## src/rtl/change_dispenser.sv

```systemverilog
// Vending payout controller: checks credit against price, then returns the change
// greedily as 5/2/1 coins using a valid/ack handshake to the coin ejector.
module change_dispenser #(
    parameter int WIDTH    = 4,
    parameter int COIN_HI  = 5,
    parameter int COIN_MID = 2
) (
    input  logic             i_clk,
    input  logic             i_rst,
    input  logic             i_start,
    input  logic [WIDTH-1:0] i_credit,
    input  logic [WIDTH-1:0] i_price,
    input  logic             i_coin_ack,
    output logic             o_ready,
    output logic             o_vend,
    output logic             o_reject,
    output logic             o_coin_valid,
    output logic [1:0]       o_coin_sel,
    output logic [WIDTH-1:0] o_remaining,
    output logic             o_done
);

    typedef enum logic [1:0] {
        IDLE,
        CHECK,
        DISPENSE,
        DONE
    } state_t;

    localparam logic [1:0] SEL_NONE = 2'b00;
    localparam logic [1:0] SEL_ONE  = 2'b01;
    localparam logic [1:0] SEL_MID  = 2'b10;
    localparam logic [1:0] SEL_HI   = 2'b11;

    localparam logic [WIDTH-1:0] HI_VAL  = WIDTH'(COIN_HI);
    localparam logic [WIDTH-1:0] MID_VAL = WIDTH'(COIN_MID);
    localparam logic [WIDTH-1:0] ONE_VAL = WIDTH'(1);

    state_t           state_q, state_d;
    logic [WIDTH-1:0] credit_q, credit_d;
    logic [WIDTH-1:0] price_q, price_d;
    logic [WIDTH-1:0] remaining_q, remaining_d;
    logic             ready_q, ready_d;
    logic             vend_q, vend_d;
    logic             reject_q, reject_d;
    logic             coin_valid_q, coin_valid_d;
    logic [1:0]       coin_sel_q, coin_sel_d;
    logic             done_q, done_d;

    logic [WIDTH-1:0] diff;
    logic [WIDTH-1:0] after_coin;

    function automatic logic [1:0] greedy(input logic [WIDTH-1:0] r);
        if (r >= HI_VAL)
            return SEL_HI;
        else if (r >= MID_VAL)
            return SEL_MID;
        else
            return SEL_ONE;
    endfunction

    function automatic logic [WIDTH-1:0] coin_value(input logic [1:0] sel);
        case (sel)
            SEL_HI:  return HI_VAL;
            SEL_MID: return MID_VAL;
            SEL_ONE: return ONE_VAL;
            default: return '0;
        endcase
    endfunction

    assign diff       = credit_q - price_q;
    assign after_coin = remaining_q - coin_value(coin_sel_q);

    // Every output is a flop; the next-state logic computes what each output
    // shows in the cycle after the current edge.
    always_comb begin
        state_d      = state_q;
        credit_d     = credit_q;
        price_d      = price_q;
        remaining_d  = remaining_q;
        coin_valid_d = coin_valid_q;
        coin_sel_d   = coin_sel_q;
        vend_d       = 1'b0;
        reject_d     = 1'b0;
        done_d       = 1'b0;

        case (state_q)
            IDLE: begin
                if (i_start) begin
                    credit_d = i_credit;
                    price_d  = i_price;
                    state_d  = CHECK;
                end
            end
            CHECK: begin
                if (credit_q < price_q) begin
                    reject_d = 1'b1;
                    state_d  = IDLE;
                end else begin
                    vend_d      = 1'b1;
                    remaining_d = diff;
                    if (diff == '0) begin
                        state_d = DONE;
                    end else begin
                        state_d      = DISPENSE;
                        coin_valid_d = 1'b1;
                        coin_sel_d   = greedy(diff);
                    end
                end
            end
            DISPENSE: begin
                if (i_coin_ack && coin_valid_q) begin
                    remaining_d = after_coin;
                    if (after_coin == '0) begin
                        state_d      = DONE;
                        coin_valid_d = 1'b0;
                        coin_sel_d   = SEL_NONE;
                    end else begin
                        coin_sel_d = greedy(after_coin);
                    end
                end
            end
            DONE: begin
                done_d       = 1'b1;
                coin_valid_d = 1'b0;
                coin_sel_d   = SEL_NONE;
                state_d      = IDLE;
            end
            default: begin
                state_d      = IDLE;
                coin_valid_d = 1'b0;
                coin_sel_d   = SEL_NONE;
            end
        endcase

        ready_d = (state_d == IDLE);
    end

    always_ff @(posedge i_clk or posedge i_rst) begin
        if (i_rst) begin
            state_q      <= IDLE;
            credit_q     <= '0;
            price_q      <= '0;
            remaining_q  <= '0;
            ready_q      <= 1'b1;
            vend_q       <= 1'b0;
            reject_q     <= 1'b0;
            coin_valid_q <= 1'b0;
            coin_sel_q   <= SEL_NONE;
            done_q       <= 1'b0;
        end else begin
            state_q      <= state_d;
            credit_q     <= credit_d;
            price_q      <= price_d;
            remaining_q  <= remaining_d;
            ready_q      <= ready_d;
            vend_q       <= vend_d;
            reject_q     <= reject_d;
            coin_valid_q <= coin_valid_d;
            coin_sel_q   <= coin_sel_d;
            done_q       <= done_d;
        end
    end

    assign o_ready      = ready_q;
    assign o_vend       = vend_q;
    assign o_reject     = reject_q;
    assign o_coin_valid = coin_valid_q;
    assign o_coin_sel   = coin_sel_q;
    assign o_remaining  = remaining_q;
    assign o_done       = done_q;

endmodule

```

## config.mk

```make
export PLATFORM = sky130hd
export DESIGN_NAME = change_dispenser
export DESIGN_NICKNAME = d
export VERILOG_FILES = /design/src/rtl/change_dispenser.sv
export SDC_FILE = /design/constraint.sdc
export NUM_CORES = 1
export LEC_CHECK = 0
export ABC_AREA = 1
export CAP_MARGIN = 10
export CORE_MARGIN = 5
export CORE_UTILIZATION = 35
export CTS_CLUSTER_DIAMETER = 200
export CTS_CLUSTER_SIZE = 25
export DETAILED_ROUTE_END_ITERATION = 8
export PLACE_DENSITY = 0.64
export SLEW_MARGIN = 25
export SYNTH_ARGS = -nofsm -noshare
export SYNTH_HDL_FRONTEND = slang
export SYNTH_SLANG_ARGS = --single-unit
```

## constraint.sdc

```tcl
create_clock -name i_clk -period 3.8 [get_ports i_clk]
set_input_delay 0.76 -clock i_clk [delete_from_list [all_inputs] [get_ports i_clk]]
set_output_delay 0.76 -clock i_clk [all_outputs]
set_load 0.02 [all_outputs]
```

## After elaboration in Yosys (flattened, before gate mapping)

Cells that the tools add are included.

| operators by class | value |
|---|---|
| add/sub/neg operators | 2 |
| multiply operators | 0 |
| div/mod/pow operators | 0 |
| order comparisons | 5 |
| eq/ne operators | 10 |
| shift-type cells | 0 |
| multiplexer cells | 29 |
| bitwise gates (word level) | 0 |
| reduce and logical (&&, ||, !) cells | 11 |

Operators with widths:

| kind | count |
|---|---|
| 2-bit 2-to-1 mux | 12 |
| 1-bit 2-to-1 mux | 10 |
| 3-bit case mux with 3 select lines | 1 |
| 2-bit == test, second input constant | 4 |
| 4-bit by 2-bit >= comparator with 1-bit output, second input constant | 2 |
| 4-bit by 3-bit >= comparator with 1-bit output, second input constant | 2 |
| 4-bit zero test | 2 |
| 4-bit 2-to-1 mux | 2 |
| 2-bit inequality test, second input constant | 4 |
| 2-bit case mux with 4 select lines | 1 |
| 4-bit case mux with 2 select lines | 1 |
| 4-bit subtractor | 2 |
| 2-bit case mux with 3 select lines | 1 |
| 5-bit AND reduction | 1 |
| 2-bit by 1-bit == test with 1-bit output, second input constant | 2 |
| 2-bit zero test | 2 |
| 4-bit < comparator | 1 |
| 4-bit AND reduction | 1 |
| 1-bit case mux with 3 select lines | 1 |
| 3-bit AND reduction | 1 |
| 3-bit nonzero test | 1 |
| 2-bit AND reduction | 1 |
| 2-bit nonzero test | 1 |
| 1-bit logical AND | 1 |

| word-level totals | value |
|---|---|
| register bits after elaboration | 21 |
| bits in latches | 0 |
| bits in writable memories | 0 |
| ROM bits | 0 |
| input bits | 12 |
| output and inout bits | 11 |
| memories kept | 0 |

## Depth between registers and ports, before layout

| depth | value |
|---|---|
| word-level depth | 9 |
| depth in mapped cells | 13 |

## Worst setup path after synthesis

Ideal clock, no wire load.

| timing path | value |
|---|---|
| kind | register to register |
| start point | reg coin_sel_q[0] (netlist: o_coin_sel[0]) |
| end point | reg ready_q (netlist: o_ready) |
| arrival | 1.869 ns |
| slack | 1.864 ns |
| stages on the path, launching flop included | 10 |
| buffers on the path | 1 |
| period minus slack after synthesis | 1.936 ns |
| cells stage by stage | dfrtp_1 -> clkbuf_1 -> ha_1 -> fa_1 -> xnor2_1 -> inv_2 -> nand3_1 -> or2_1 -> nand3_2 -> nor2_1 |

| on the way | value |
|---|---|
| cells in the longest elaborated chain, start to end | 8 |

RTL lines:

| element | RTL line | source |
|---|---|---|
| start, declared | 47 | `logic [1:0] coin_sel_q, coin_sel_d;` |
| start signal, assigned | 160 | `coin_sel_q <= coin_sel_d;` |
| 2-bit by 1-bit == test with 1-bit output or 2-bit == test (tied branches) | 63 | `case (sel)` |
| 3-bit case mux with 3 select lines (*) | 63 |  |
| 4-bit subtractor (*) | 72 | `assign after_coin = remaining_q - coin_value(coin_sel_q);` |
| 4-bit zero test (*) | 114 | `if (after_coin == '0) begin` |
| 2-bit 2-to-1 mux (*) | 114 |  |
| 2-bit 2-to-1 mux (*) | 112 | `if (i_coin_ack && coin_valid_q) begin` |
| 2-bit case mux with 4 select lines (*) | 87 | `case (state_q)` |
| net state_d[0] | 39 | `state_t state_q, state_d;` |
| 2-bit zero test (*) | 136 | `ready_d = (state_d == IDLE);` |
| net ready_d | 43 | `logic ready_q, ready_d;` |
| end signal, assigned | 156 | `ready_q <= ready_d;` |
| end, declared | 43 |  |

Mark *: on every way through the listed nets, which the timed path passes. The rest lies on a longest branch.
A chain may end at the register's enable or synchronous reset.

## Worst setup path after layout

| timing path | value |
|---|---|
| start point | reg ready_q (netlist: o_ready) |
| end point | out o_ready |

RTL lines:

| element | RTL line | source |
|---|---|---|
| end, declared | 14 | `output logic o_ready,` |

No word-level cell between the ends.

==> results.ini <==
[place]
dp_worst_setup_slack_ns=1.797
numPortBuffers=22
hpwlAfterDp_um=1973
gp_congestion=0.8211

[worst_setup_path]
critPathTopFamily=buffers and inverters
cp_max_fo=1
worst-setup-path-type=flip-flop to output port
cp_slowest_cell=clkdlybuf4s50_1
cp.required_ns=3.04
path_cells=clkdlybuf4s50_1
start_kind=flip-flop
cp_num_buf_inv=1
arrival_ns=1.38
cp_slowest_stage_delay_ns=0.59
worstSetupEndpointType=output port

[floorplan]
die_w_um=70.95
io_pins=23
core-area_um2=3633
die_h_um=70.95
start_util=0.3578
die-area_um2=5033
num_rows=22

[layout]
n_fill_cell=387
fin_nets=207
mostFrequentLayoutCell=nand2_1
finish.utilization=0.4452
drive_gt1_frac=0.1351
n_antenna_cell=0
layout_common_cells=nand2_1 (40), inv_1 (25), clkdlybuf4s50_1 (22)
area_growth_pct=24.45

[logic_synthesis]
seq_area_frac_synth=0.4052
synth_seq_cells=21
netlist_area_um2=1300
synth_top_cell_area_share=0.3850
mappedNetlistNets=182
syn_area_per_cell_um2=8.075
yosys_warnings=0
netlist_instances=161
synth.area.top_cells=dfrtp_1 (38%), nand2_1 (12%), inv_1 (7.2%)
synthDistinctLibCells=29
synth_top_area_cell=dfrtp_1

[detailed_routing]
drt-pass1-iter-count=4
route.met3.wl_um=109
post_drt_wl_per_cell_um=10.38
top_layer_used=met4
postRouteAntennaNets=0
num_vias=1045
drc=0
met2_length_um=1156
wl_um=2419
avgViaCountPerCell=4.485
drt_iter0_drc=26
drt-met1-wl_um=1110

[timing]
setup_slack_ns=1.658
whs_ns=0.5046
timing_hold_violations_final=0
drv_slew=0
timing.setup.tns_ns=0
fin_crit_sh=0.5636
max_freq_mhz=466.9
finClkSkew_ns=0.006143
setup_violations=0
period_minus_slack_ns=2.142
worst_pin_slew_ns=0.7911
rsz0062_at_grt=false
max-slew-margin-rel=0.4720

[clocking]
cts_tree=built
cts_buffers=3
ctsResizeCount=0
clkTransAtPathRegs_ns=0.08
clk-insertion-delay-late_ns=0.27
htreeDepth=1
root_buffer=clkbuf_8
clock_path_buffers=2
cts_hold_buffers=0
cts_sinks=21
postCtsSetupBuffers=0

[grt]
grt_pass1_wl_um=4264
grt_max_degree=22
grt.total_usage=0.1065
grt_overflow_total=0
grt_pass1_vias=1006
antenna_found_initial=0

[job]
max_cap_viol_count=0

[hold_path]
hp-class=flip-flop to flip-flop

[outcome]
status=completed

logic make-up after synthesis:
| group | synth area share |
|---|---|
| and+or+nand+nor | 0.2416 |
| buffers and inverters | 0.09817 |
| DFF | 0.4052 |
| AOI/OAI and AO/OA | 0.1030 |
| adders and majority gates | 0.09817 |
| muxes | 0.03465 |
| xor gates and xnor gates | 0.01925 |
cell usage after synthesis (all sizes together):
library cell and count:
dfrtp 20, nand4 1, inv 31, xor2 1, ha 7, xnor2 1, a21oi 9, clkbuf 1
o211ai 4, or2 1, nand3 13, a31oi 1, o21ai 6, buf 1, nand2 43, mux2 4
dfstp 1, nor2 14, fa 2
stage by stage:
step	cells	area [um2]
6_report	233	1618
4_1_cts	233	1618
3_5_place_dp	229	1569
3_3_place_gp	229	1569
5_1_grt	233	1618
2_1_floorplan	161	1300
registers in the layout, summed over array words and instances, names as in the netlist, 2 cells and up:
register,flops
o_remaining,4
price_q,4
o_coin_sel,2
credit_q,4
state_q,2
path summary, 6_finish.rpt:
check                              startpoint      endpoint  slack [ns]  cells after the start
worst max register to register  o_coin_sel[0]       o_ready        1.83                      8
max in group asynchronous               i_rst  o_coin_valid        2.36                      2
worst max-delay path                  o_ready       o_ready        1.66                      1
worst min register to register    credit_q[3]   credit_q[3]        0.50                      1
worst min-delay path              credit_q[3]   credit_q[3]        0.50                      1
min in group asynchronous               i_rst      o_reject        0.94                      2
layout make-up:
cell class	instances	area (um2)	area share
multi-input combinational	107	645.6	0.3991
sequential	21	526.8	0.3256
timing repair buffer	22	220.2	0.1361
inverter	31	116.4	0.07193
tap	48	60.06	0.03712
clock buffer	3	41.29	0.02552
clock inverter	1	7.507	0.004640
layer usage:
layer	global-route usage	vias to the layer above
met1	0.1233	467
met4	0.04384	0
met5	0	-
met2	0.1905	22
met3	0.02131	5
li1	-	551
Power is left out: the tool's default activity adds up to more than one toggle a clock period on the data nets, which glitch-free logic cannot reach.
